**src/rtl/uart_pkg.sv**
```systemverilog
// ============================================================================
// Module   : uart_pkg
// Purpose  : Shared constants and FSM state encoding for the buffered UART TX.
// Revision : 1.0 - initial release
// ============================================================================
`default_nettype none

package uart_pkg;

    localparam int DATA_W    = 8;
    localparam int STOP_BITS = 1;

    typedef enum logic [2:0] {
        ST_IDLE   = 3'd0,
        ST_START  = 3'd1,
        ST_DATA   = 3'd2,
        ST_PARITY = 3'd3,
        ST_STOP   = 3'd4
    } tx_state_t;

endpackage

`default_nettype wire

```
**src/rtl/uart_fifo.sv**
```systemverilog
// ============================================================================
// Module   : uart_fifo
// Purpose  : Show-ahead synchronous FIFO with registered count and flags.
// Revision : 1.0 - initial release
// ============================================================================
`default_nettype none

module uart_fifo #(
    parameter int WIDTH = 8,
    parameter int DEPTH = 8,
    localparam int CNT_W = $clog2(DEPTH) + 1
) (
    input  logic             clk,
    input  logic             rst,
    input  logic             i_wr_en,
    input  logic [WIDTH-1:0] i_wr_data,
    input  logic             i_rd_en,
    output logic [WIDTH-1:0] o_rd_data,
    output logic             o_full,
    output logic             o_empty,
    output logic [CNT_W-1:0] o_count
);

    localparam int c_ptr_w = $clog2(DEPTH);

    logic [WIDTH-1:0]   r_mem [DEPTH];
    logic [c_ptr_w-1:0] r_wr_ptr;
    logic [c_ptr_w-1:0] r_rd_ptr;
    logic [CNT_W-1:0]   r_count;
    logic               w_push;
    logic               w_pop;

    // Flags come from the registered count only, so a pop on the same edge
    // never frees a slot for a write that arrives while full.
    assign o_full    = (r_count == CNT_W'(DEPTH));
    assign o_empty   = (r_count == '0);
    assign o_count   = r_count;
    assign o_rd_data = r_mem[r_rd_ptr];

    assign w_push = i_wr_en && !o_full;
    assign w_pop  = i_rd_en && !o_empty;

    always_ff @(posedge clk or posedge rst) begin
        if (rst) begin
            r_wr_ptr <= '0;
            r_rd_ptr <= '0;
            r_count  <= '0;
        end else begin
            if (w_push) begin
                r_wr_ptr <= r_wr_ptr + c_ptr_w'(1);
            end
            if (w_pop) begin
                r_rd_ptr <= r_rd_ptr + c_ptr_w'(1);
            end
            case ({w_push, w_pop})
                2'b10:   r_count <= r_count + CNT_W'(1);
                2'b01:   r_count <= r_count - CNT_W'(1);
                default: r_count <= r_count;
            endcase
        end
    end

    always_ff @(posedge clk) begin
        if (w_push) begin
            r_mem[r_wr_ptr] <= i_wr_data;
        end
    end

endmodule

`default_nettype wire

```
**src/rtl/uart_buf_tx.sv**
```systemverilog
// ============================================================================
// Module   : uart_buf_tx
// Purpose  : FIFO-buffered UART transmitter, 8 data bits, 1 stop bit.
//            Define UART_TX_PARITY_EN to add an even-parity bit after DATA.
// Revision : 1.0 - initial release
// ============================================================================
`default_nettype none

module uart_buf_tx
    import uart_pkg::*;
#(
    parameter int BAUD_DIV   = 5208,
    parameter int FIFO_DEPTH = 8
) (
    input  logic              sysclk,
    input  logic              reset,
    input  logic [DATA_W-1:0] tx_data,
    input  logic              tx_en,
    output logic              tx_full,
    output logic              tx_status,
    output logic              tx_overflow,
    output logic              txd
);

    localparam int        c_cnt_w     = $clog2(FIFO_DEPTH) + 1;
    localparam int        c_tmr_w     = 16;
    localparam logic [c_tmr_w-1:0] c_div_last  = c_tmr_w'(BAUD_DIV - 1);
    localparam logic [2:0]         c_stop_last = 3'(STOP_BITS - 1);

    tx_state_t          r_state;
    tx_state_t          w_state_next;
    logic [c_tmr_w-1:0] r_timer;
    logic [c_tmr_w-1:0] w_timer_next;
    logic [2:0]         r_idx;
    logic [2:0]         w_idx_next;
    logic [DATA_W-1:0]  r_shift;
    logic [DATA_W-1:0]  w_shift_next;
    logic               r_txd;
    logic               w_txd_next;
    logic               r_overflow;
    logic               w_bit_end;
    logic               w_pop;
    logic               w_full;
    logic               w_empty;
    logic [DATA_W-1:0]  w_head;
    logic [c_cnt_w-1:0] w_count;

    uart_fifo #(
        .WIDTH (DATA_W),
        .DEPTH (FIFO_DEPTH)
    ) u_fifo (
        .clk       (sysclk),
        .rst       (reset),
        .i_wr_en   (tx_en),
        .i_wr_data (tx_data),
        .i_rd_en   (w_pop),
        .o_rd_data (w_head),
        .o_full    (w_full),
        .o_empty   (w_empty),
        .o_count   (w_count)
    );

    assign w_bit_end   = (r_timer == c_div_last);
    assign tx_full     = w_full;
    assign tx_status   = (r_state == ST_IDLE) && (w_count == '0);
    assign tx_overflow = r_overflow;
    assign txd         = r_txd;

    always_ff @(posedge sysclk or posedge reset) begin
        if (reset) begin
            r_state    <= ST_IDLE;
            r_timer    <= '0;
            r_idx      <= '0;
            r_shift    <= '0;
            r_txd      <= 1'b1;
            r_overflow <= 1'b0;
        end else begin
            r_state    <= w_state_next;
            r_timer    <= w_timer_next;
            r_idx      <= w_idx_next;
            r_shift    <= w_shift_next;
            r_txd      <= w_txd_next;
            r_overflow <= tx_en && w_full;
        end
    end

    // The line level is registered from the current state, so txd trails
    // the state register by one cycle.
    always_comb begin
        w_state_next = r_state;
        w_timer_next = w_bit_end ? '0 : r_timer + c_tmr_w'(1);
        w_idx_next   = r_idx;
        w_shift_next = r_shift;
        w_pop        = 1'b0;
        w_txd_next   = 1'b1;

        case (r_state)
            ST_IDLE: begin
                w_timer_next = '0;
                if (!w_empty) begin
                    w_pop        = 1'b1;
                    w_shift_next = w_head;
                    w_state_next = ST_START;
                end
            end
            ST_START: begin
                w_txd_next = 1'b0;
                if (w_bit_end) begin
                    w_state_next = ST_DATA;
                end
            end
            ST_DATA: begin
                w_txd_next = r_shift[r_idx];
                if (w_bit_end) begin
                    w_idx_next = r_idx + 3'd1;
                    if (r_idx == 3'd7) begin
`ifdef UART_TX_PARITY_EN
                        w_state_next = ST_PARITY;
`else
                        w_state_next = ST_STOP;
`endif
                    end
                end
            end
`ifdef UART_TX_PARITY_EN
            ST_PARITY: begin
                w_txd_next = ^r_shift;
                if (w_bit_end) begin
                    w_state_next = ST_STOP;
                end
            end
`endif
            ST_STOP: begin
                if (w_bit_end) begin
                    if (r_idx == c_stop_last) begin
                        w_idx_next = '0;
                        if (!w_empty) begin
                            w_pop        = 1'b1;
                            w_shift_next = w_head;
                            w_state_next = ST_START;
                        end else begin
                            w_state_next = ST_IDLE;
                        end
                    end else begin
                        w_idx_next = r_idx + 3'd1;
                    end
                end
            end
            default: begin
                w_state_next = ST_IDLE;
                w_timer_next = '0;
                w_idx_next   = '0;
            end
        endcase
    end

endmodule

`default_nettype wire

```
**config.mk**
```make
export PLATFORM = sky130hd
export DESIGN_NAME = uart_buf_tx
export DESIGN_NICKNAME = d
export VERILOG_FILES = /design/src/rtl/uart_pkg.sv /design/src/rtl/uart_fifo.sv /design/src/rtl/uart_buf_tx.sv
export SDC_FILE = /design/constraint.sdc
export NUM_CORES = 1
export LEC_CHECK = 0
export ABC_AREA = 1
export BUFFER_PORTS_ARGS = -buffer_cell sky130_fd_sc_hd__buf_2
export CORE_UTILIZATION = 40
export CTS_BUF_LIST = sky130_fd_sc_hd__clkbuf_16
export DETAILED_ROUTE_END_ITERATION = 7
export MAX_ROUTING_LAYER = met4
export PLACE_DENSITY_LB_ADDON = 0.05
export SYNTH_ARGS = -nofsm -noshare
export SYNTH_HDL_FRONTEND = slang
export SYNTH_SLANG_ARGS = --single-unit
```
**constraint.sdc**
```tcl
create_clock -name sysclk -period 2.9 [get_ports sysclk]
set_input_delay 0.58 -clock sysclk [delete_from_list [all_inputs] [get_ports sysclk]]
set_output_delay 0.58 -clock sysclk [all_outputs]
set_load 0.005 [all_outputs]
```
==> results.toml, run 1 <==
[outcome]
status = "finished clean"

[cells_and_area]
layout.nets = 659
area_growth_pct = 10.8
final-seq-area_mm2 = 0.00297
num-fill-cells = 1271
n_antenna_cell = 0
drive_above_1_share_pct = 9.80
final_cells = 815
multi_input_area_mm2 = 0.00182
fin_util_pct = 45.9

[synthesis]
ys_seq_area_share_pct = 56.4
synth_warnings = 0
yosys.area.top_type = "edfxtp_1"
synth-edff-count = 64
synth_seq_cells = 106
synth_ff_type = "edfxtp_1"
synthCells = 616
yosysMostFrequentCell = "nand2_1"
avgSynthCellArea_um2 = 8.56
synth.area.top_cells = "edfxtp_1, dfrtp_1, nand2_1"
netlist_area_mm2 = 0.00527
synth_cell_types = 31
synth_common_cells = "nand2_1, inv_1, nor2_1"
synthArstFlopShare_pct = 39.6
synthesis.nets = 637
yosysTopAreaCellShare_pct = 36.4

[die]
die_area_mm2 = 0.0136
die_y_um = 117
rows = 41
die_x_um = 117
core_mm2 = 0.0127
initial_utilization_pct = 41.5
ioPinCount = 15

[clock_network]
clkLatencyLatePin_ns = 0.36
htree_num_levels = 3
postCtsHoldBufs = 0
cts_sinks = 106
clk_pin_slew_worst_paths_ns = 0.07
cts-resized-gates = 0
root_buffer = "clkbuf_16"
cts_buffers = 9
clockBufferDepth = 2
cts_setup_buffers = 0
tritoncts = "done"

[placed_design]
place_hpwl_um = 7400
pre_cts_ws_ns = 0.342
portBuffers = 14
dp.cells = 799
gp_congestion = 0.809

[setup_path]
start_kind = "flip-flop"
cp.required_ns = 3.15
critical_path.max_fanout = 13
cp-end-kind = "flip-flop"
crit_arrival_ns = 2.80
path_class = "reg2reg"

[power]
p_leak_nw = 2.80
power_density_mw_per_mm2 = 909
irDropWorstVdd_mv = 0.492

[sta]
worst_pin_slew_ns = 0.929
timing.final.ws_setup_ns = 0.355
final-setup-viol-count = 0
slew_viol_final = 0
grt_setup_unrepaired = "no"
clock-skew-final_ns = 0.00764
maxSlewHeadroom_pct = 37.9
timing.final.crit_share_pct = 87.8
hold_viol = 0
fin_crit_ns = 2.55
timing.fmax_mhz = 393
setup_tns_ns = 0

[global_routing]
antenna_found_initial = 0
grt_use_total_pct = 18.8
grt_pass1_wl_um = 18200
grt_overflow = 0
grt_pass1_vias = 3676
grt_max_degree = 43

[drt]
wirelength_um = 11200
ant_nets = 0
via_per_inst = 4.63
drtIter0Drc = 209
drc_errors = 0
avgRoutedWirePerCell_um = 13.7
vias = 3773
firstDrtPassIters = 4

[hold_path]
hp-class = "in2async"

[job]
drv_cap = 0
cells in the final DEF, fill, tap and decap left out:
master,n
nand2_1,201
inv_1,100
nor2_1,65
edfxtp_1,64
nand3_1,62
dfrtp_1,41
buf_2,14
buf_4,12
xor2_1,9
ha_1,9
clkbuf_16,9
o21ai_0,8
nand4_1,6
nor2_2,5
nand2_2,4
inv_2,4
nand3_2,3
nor3_1,3
inv_8,3
nand2_4,2
xnor2_1,2
a21oi_1,2
nand3b_1,2
and2_1,2
o21bai_1,2
clkinvlp_4,2
clkinv_1,1
nor2_4,1
nor3_2,1
or2_2,1
fa_1,1
inv_6,1
dfstp_2,1
layout make-up:
class                   count  share of cell area, %
well taps                 172                   3.68
clock buffers               9                   3.85
clock inverters             7                   1.05
inverters                 104                   6.68
repair buffers             26                   2.74
flip-flops and latches    106                   50.9
multi-input cells         391                   31.1
layer usage:
metal	track usage [%]	share of wire, %
met5	-	0
met4	7.34	2.3
met3	3.91	3.4
met2	31.3	48
met1	22.6	46
logic make-up after synthesis:
kind of cell	share of synthesized area, %
AO/OA/AOI/OAI	1.23
XOR/XNOR	1.83
adder cells (fa/ha/maj)	2.51
AND/OR/NAND/NOR	28.9
flip-flops	56.4
buffers and inverters	9.11
worst max-delay path: stages (launching register included):
cell and delay [ns]:
dfrtp_1 0.42, ha_1 0.25, nand2_2 0.11, inv_2 0.05, nand2_1 0.06, nor2_2 0.04, nand2_2 0.08, nand2_4 0.11
nand2_4 0.17, inv_1 0.06, ha_1 0.25, ha_1 0.35, nand2_1 0.06, nor2_1 0.08, nor2_1 0.05, and2_1 0.13
o21bai_1 0.11, nand2_1 0.06
final timing paths:
check	startpoint	end	slack (ns)	cells after the start
max	r_timer[0]	u_fifo.o_count[3]	0.35	17
min	reset	r_timer[7]	0.44	2
max reg2reg	r_timer[0]	u_fifo.o_count[3]	0.35	17
min reg2reg	r_shift[0]	r_shift[0]	0.48	2
max in group asynchronous	reset	tx_overflow	1.88	2
min in group sysclk	tx_en	tx_overflow	0.44	3
flip-flops by register name, summed over array words and instances (netlist names):
name	count
u_fifo.r_mem	64
r_timer	16
r_shift	8
u_fifo.o_count	4
r_idx	3
r_state	3
u_fifo.r_rd_ptr	3
u_fifo.r_wr_ptr	3
tx_overflow	1
txd	1
per-stage QoR:
step / power (mW) / cell area (µm²) / hold slack, ns
2_1_floorplan: 3.64 / 5270 / 0.444
3_3_place_gp: 4.17 / 5560 / 0.480
3_5_place_dp: 4.18 / 5560 / 0.469
4_1_cts: 5.39 / 5850 / 0.421
5_1_grt: 5.76 / 5850 / 0.437
6_report: 5.31 / 5850 / 0.435
power by group:
group	switching, mW	leakage, nW	internal [mW]
logic	1.34	1.54	0.653
registers	0.196	1.13	1.93
clock network	0.598	0.139	0.601
No activity file was read; power rests on OpenSTA's default activity.
==> run 2, diff against run 1 <==
--- a/config.mk
+++ b/config.mk
@@ -7,6 +7,7 @@
 export LEC_CHECK = 0
 export ABC_AREA = 1
 export BUFFER_PORTS_ARGS = -buffer_cell sky130_fd_sc_hd__buf_2
+export CORE_ASPECT_RATIO = 0.6
 export CORE_UTILIZATION = 40
 export CTS_BUF_LIST = sky130_fd_sc_hd__clkbuf_16
 export DETAILED_ROUTE_END_ITERATION = 7
==> run 2 against run 1 <==
Against the previous run:
- combinational power rose by 3%
- critical path depth did not move
- clock skew rose by 0.0077 ns
- sequential share of layout area rose by 0.098 points
- cell count fell by 0.25%
- first-iteration DRC count rose by 11%
- clock power fell by 3%
- worst hold slack got worse by 0.024 ns
- flip-flop and latch count did not move
- core utilization fell by 0.55 points
- global-route usage rose by 1.2 points
==> results.toml, run 2 (same netlist as run 1, synthesis figures left out) <==
[outcome]
status = "finished clean"

[power]
p_switching_mw = 2.16
p_sw_share_pct = 40.5
p_leak_nw = 2.81
power_density_mw_per_mm2 = 916
p_int_mw = 3.18
irDropWorstVdd_mv = 0.349
clkPwrFrac_pct = 21.8
seqPwrFrac_pct = 39.8
combPwrFrac_pct = 38.4

[drt]
wirelength_um = 12000
firstDrtPassIters = 5
ant_nets = 0
via_per_inst = 4.69
avgRoutedWirePerCell_um = 14.7
drc_errors = 0
drtIter0Drc = 233
vias = 3817

[sta]
fin_crit_ns = 2.60
hold_viol = 0
worst_pin_slew_ns = 1.08
maxSlewHeadroom_pct = 27.9
slew_viol_final = 0
clock-skew-final_ns = 0.0153
grt_setup_unrepaired = "no"
setup_tns_ns = 0
final-setup-viol-count = 0
timing.final.crit_share_pct = 89.7
timing.fmax_mhz = 385

[die]
core_mm2 = 0.0129
ioPinCount = 15
die_area_mm2 = 0.0137
die_y_um = 90.9
rows = 32
initial_utilization_pct = 41.0
die_x_um = 150

[placed_design]
gp_congestion = 0.854
place_hpwl_um = 8320
dp.cells = 797
portBuffers = 14

[clock_network]
clockBufferDepth = 2
root_buffer = "clkbuf_16"
clk_pin_slew_worst_paths_ns = 0.08
cts_sinks = 106
postCtsHoldBufs = 0
tritoncts = "done"
clkLatencyLatePin_ns = 0.35
cts_buffers = 9
cts-resized-gates = 0
cts_setup_buffers = 0
htree_num_levels = 3

[setup_path]
rr_worst_depth = 17
worstReg2RegStart = "r_timer[0]"
worstPathCellList = "ha_1 -> nand2_2 -> inv_2 -> nand2_1 -> nor2_2 -> nand2_2 -> nand2_4 -> nand2_4 -> inv_1 -> ha_1 -> ha_1 -> nand2_1 -> nor2_1 -> nor2_1 -> and2_1 -> o21bai_1 -> nand2_1"
start_kind = "flip-flop"
critical_path.top_delay_family = "simple AND/OR/NAND/NOR gates"
cp.required_ns = 3.15
cpPeakStageDelay_ns = 0.43
path_class = "reg2reg"
critical_path.max_fanout = 13
crit_arrival_ns = 2.85
reg2reg_to = "u_fifo.o_count[3]"
cp-end-kind = "flip-flop"
r2r_setup_slack_ns = 0.30
cp_slowest_cell = "dfrtp_1"
crit_buf_inv = 2

[cells_and_area]
final_cell_mix = "nand2_1, inv_1, nor2_1"
final_cells = 813
area_growth_pct = 10.6
multi_input_area_mm2 = 0.00182
regMostFlops = "u_fifo.r_mem"
largest_register_ffs = 64
layout_commonest_cell = "nand2_1"
layout.nets = 659
top_regs = "u_fifo.r_mem (64), r_timer (16), r_shift (8)"
drive_above_1_share_pct = 9.80
num-fill-cells = 1282
n_antenna_cell = 0
final-seq-area_mm2 = 0.00297

[global_routing]
antenna_found_initial = 0
grt_max_degree = 43
grt_pass1_vias = 3684
grt_use_total_pct = 20.0
groute.layer.met1.usage_pct = 32.0
grt.met2_usage_pct = 25.2
grt_pass1_wl_um = 19800
grt_overflow = 0
use_met3_pct = 3.92
grt-busiest-layer = "met1"

[job]
drv_cap = 0

[hold_path]
hp-class = "in2async"
run 2: through the flow:
stage	setup WS, ns	power, mW	cell area (µm²)	utilization, %	hold slack, ns
global route	0.0392	5.79	5830	45.4	0.450
finish	0.299	5.35	5830	45.4	0.411
global placement	0.388	4.21	5560	43.2	0.478
floorplan	0.542	3.64	5270	-	0.444
detailed placement	0.312	4.21	5560	43.2	0.475
CTS	0.309	5.39	5830	45.4	0.421
run 2: power by group through the flow:
stage	Sequential [mW]	Combinational [mW]	Clock, mW
3_5_place_dp	2.16	2.06	0
4_1_cts	2.13	2.07	1.19
6_report	2.13	2.05	1.16
5_1_grt	2.17	2.38	1.25
2_1_floorplan	2.10	1.55	0
3_3_place_gp	2.16	2.05	0
run 2: final cells by class:
class,instances,share of cell area (%)
inverter,104,6.69
timing repair buffer,26,2.75
clock inverter,7,0.901
sequential,106,51.0
clock buffer,9,3.86
multi-input combinational,391,31.2
tap,170,3.65
run 2: per-layer routing:
layer | wire, µm | up-vias
met2 | 4520 | 78
met1 | 6780 | 1774
li1 | - | 1958
met4 | 88 | 0
met5 | 0 | -
met3 | 577 | 7
run 2: worst max path at each step:
stage	from	endpoint	slack [ns]	cells after the start
after floorplan	r_idx[0]	u_fifo.o_count[3]	0.54	17
final	r_timer[0]	u_fifo.o_count[3]	0.30	17
after global placement	r_timer[0]	u_fifo.o_count[3]	0.39	17
after global routing	r_timer[0]	u_fifo.o_count[3]	0.04	17
after detailed placement	r_timer[0]	u_fifo.o_count[3]	0.31	17
after CTS	r_timer[0]	u_fifo.o_count[3]	0.31	17
==> run 3, diff against run 2 <==
--- a/config.mk
+++ b/config.mk
@@ -12,7 +12,7 @@
 export CTS_BUF_LIST = sky130_fd_sc_hd__clkbuf_16
 export DETAILED_ROUTE_END_ITERATION = 7
 export MAX_ROUTING_LAYER = met4
-export PLACE_DENSITY_LB_ADDON = 0.05
+export PLACE_DENSITY = 0.66
 export SYNTH_ARGS = -nofsm -noshare
 export SYNTH_HDL_FRONTEND = slang
 export SYNTH_SLANG_ARGS = --single-unit
==> run 3 against run 2 <==
Against the previous run:
- clock skew is 0.0081 ns lower
- largest power group unchanged
- flip-flop and latch count did not move
- total power up 2.8%
- critical path type unchanged
- sequential share of layout area down 0.50 points
- highest routed layer unchanged
- die area did not move
- setup slack got worse by 0.075 ns
- register-to-register slack worse by 0.07 ns
- first-iteration DRC count rose by 51%
- maximum frequency is 2.8% lower
==> results.toml, run 3 (same netlist as run 1, synthesis figures left out) <==
[clock_network]
htree_num_levels = 3
tritoncts = "done"
root_buffer = "clkbuf_16"
cts_buffers = 9
cts_setup_buffers = 0
clkLatencyLatePin_ns = 0.35
postCtsHoldBufs = 0
cts_sinks = 106
clockBufferDepth = 2
clk_pin_slew_worst_paths_ns = 0.07

[cells_and_area]
stdcell_area_mm2 = 0.00589
top_regs = "u_fifo.r_mem (64), r_timer (16), r_shift (8)"
area_growth_pct = 11.8
layout.nets = 660
regMostFlops = "u_fifo.r_mem"
final_cells = 814
final_cell_mix = "nand2_1, inv_1, nor2_1, edfxtp_1, nand3_1"
n_antenna_cell = 0
drive_above_1_share_pct = 10.2
largest_register_ffs = 64
layout_commonest_cell = "nand2_1"

[drt]
via_per_inst = 4.79
vias = 3899
firstDrtPassIters = 5
ant_nets = 0
drc_errors = 0
avgRoutedWirePerCell_um = 13.6
wirelength_um = 11000
drtIter0Drc = 352

[setup_path]
path_class = "reg2reg"
r2r_setup_slack_ns = 0.22
critical_path.max_fanout = 13
cp-endpoint = "u_fifo.o_count[3]"
cp-end-kind = "flip-flop"
cpPeakStageDelay_ns = 0.42
cp-startpoint = "r_timer[0]"
reg2reg_to = "u_fifo.o_count[3]"
worstPathCellList = "ha_1 -> nand2_2 -> inv_2 -> nand2_1 -> nor2_2 -> nand2_2 -> nand2_4 -> nand2_4 -> inv_1 -> ha_1 -> ha_1 -> nand2_1 -> nor2_1 -> nor2_2 -> and2_1 -> o21bai_1 -> nand2_1"
worstReg2RegStart = "r_timer[0]"
crit_arrival_ns = 2.92
start_kind = "flip-flop"
cp.required_ns = 3.15
rr_worst_depth = 17
cp_slowest_cell = "dfrtp_1"

[placed_design]
portBuffers = 14
dp.cells = 798
place_hpwl_um = 7730
gp_congestion = 0.865
place_area_mm2 = 0.00556

[global_routing]
grt_pass1_vias = 3665
grt_pass1_wl_um = 18300
grt_max_degree = 35
grt_use_total_pct = 18.4
grt_overflow = 0
antenna_found_initial = 0

[job]
drv_cap = 0

[power]
irDropWorstVdd_mv = 0.345
p_leak_nw = 2.82
power_density_mw_per_mm2 = 933

[sta]
fin_hold_ws_ns = 0.355
hold_viol = 0
worst_pin_slew_ns = 1.09
grt_setup_unrepaired = "no"
setup_tns_ns = 0
maxSlewHeadroom_pct = 26.8
timing.final.crit_share_pct = 92.3
clock-skew-final_ns = 0.00727
slew_viol_final = 0
fin_crit_ns = 2.68
timing.fmax_mhz = 374
final-setup-viol-count = 0

[die]
rows = 32
core_mm2 = 0.0129
initial_utilization_pct = 41.0
die_y_um = 90.9
ioPinCount = 15
die_x_um = 150
die_area_mm2 = 0.0137

[hold_path]
hp-class = "in2async"

[outcome]
status = "finished clean"
## run 3: layout make-up
type	count	area (µm²)
clock inverters	7	101
inverters	104	390
multi-input cells	391	1820
flip-flops and latches	106	2980
clock buffers	9	225
well taps	170	213
fillers	1183	6960
repair buffers	27	168
## run 3: routing by layer
| layer | global-route usage (%) | share of wire [%] | vias up |
|---|---|---|---|
| met5 | - | 0 | - |
| met3 | 5.23 | 5.9 | 17 |
| met2 | 25.7 | 42 | 112 |
| met4 | 4.80 | 1.3 | 0 |
| li1 | - | - | 1960 |
| met1 | 26.1 | 51 | 1810 |
## run 3: power by group
part           switching, mW  internal, mW
combinational           1.37         0.663
sequential             0.208          1.93
clock                  0.559         0.765
## run 3: through the flow
stage	utilization, %	setup WS (ns)	power, mW
global route	45.9	0.0216	5.89
finish	45.9	0.225	5.50
global placement	43.3	0.413	4.09
detailed placement	43.3	0.290	4.18
CTS	45.8	0.247	5.52
floorplan	-	0.542	3.64
## run 3: worst max-delay path, delay by kind of cell, from the launching register on
kind | cells | cell delay, ns
and+or+nand+nor | 11 | 1.04
adders and majority gates | 3 | 0.87
DFF | 1 | 0.42
AOI/OAI and AO/OA | 1 | 0.12
buffers and inverters | 2 | 0.11
## run 3: worst min path at each step
stage | from | to | slack [ns] | cells after the start
final | reset | u_fifo.o_count[2] | 0.36 | 2
after global routing | reset | u_fifo.r_wr_ptr[2] | 0.43 | 2
after CTS | reset | u_fifo.r_wr_ptr[2] | 0.37 | 2
after detailed placement | r_shift[7] | r_shift[7] | 0.49 | 2
after global placement | r_shift[5] | r_shift[5] | 0.48 | 2
after floorplan | r_shift[1] | r_shift[1] | 0.44 | 2
## run 3: repair_timing
item / in CTS / in global routing
gates resized for setup: 0 / 2
hold endpoints to repair: 0 / 0
setup endpoints to repair: 0 / 1
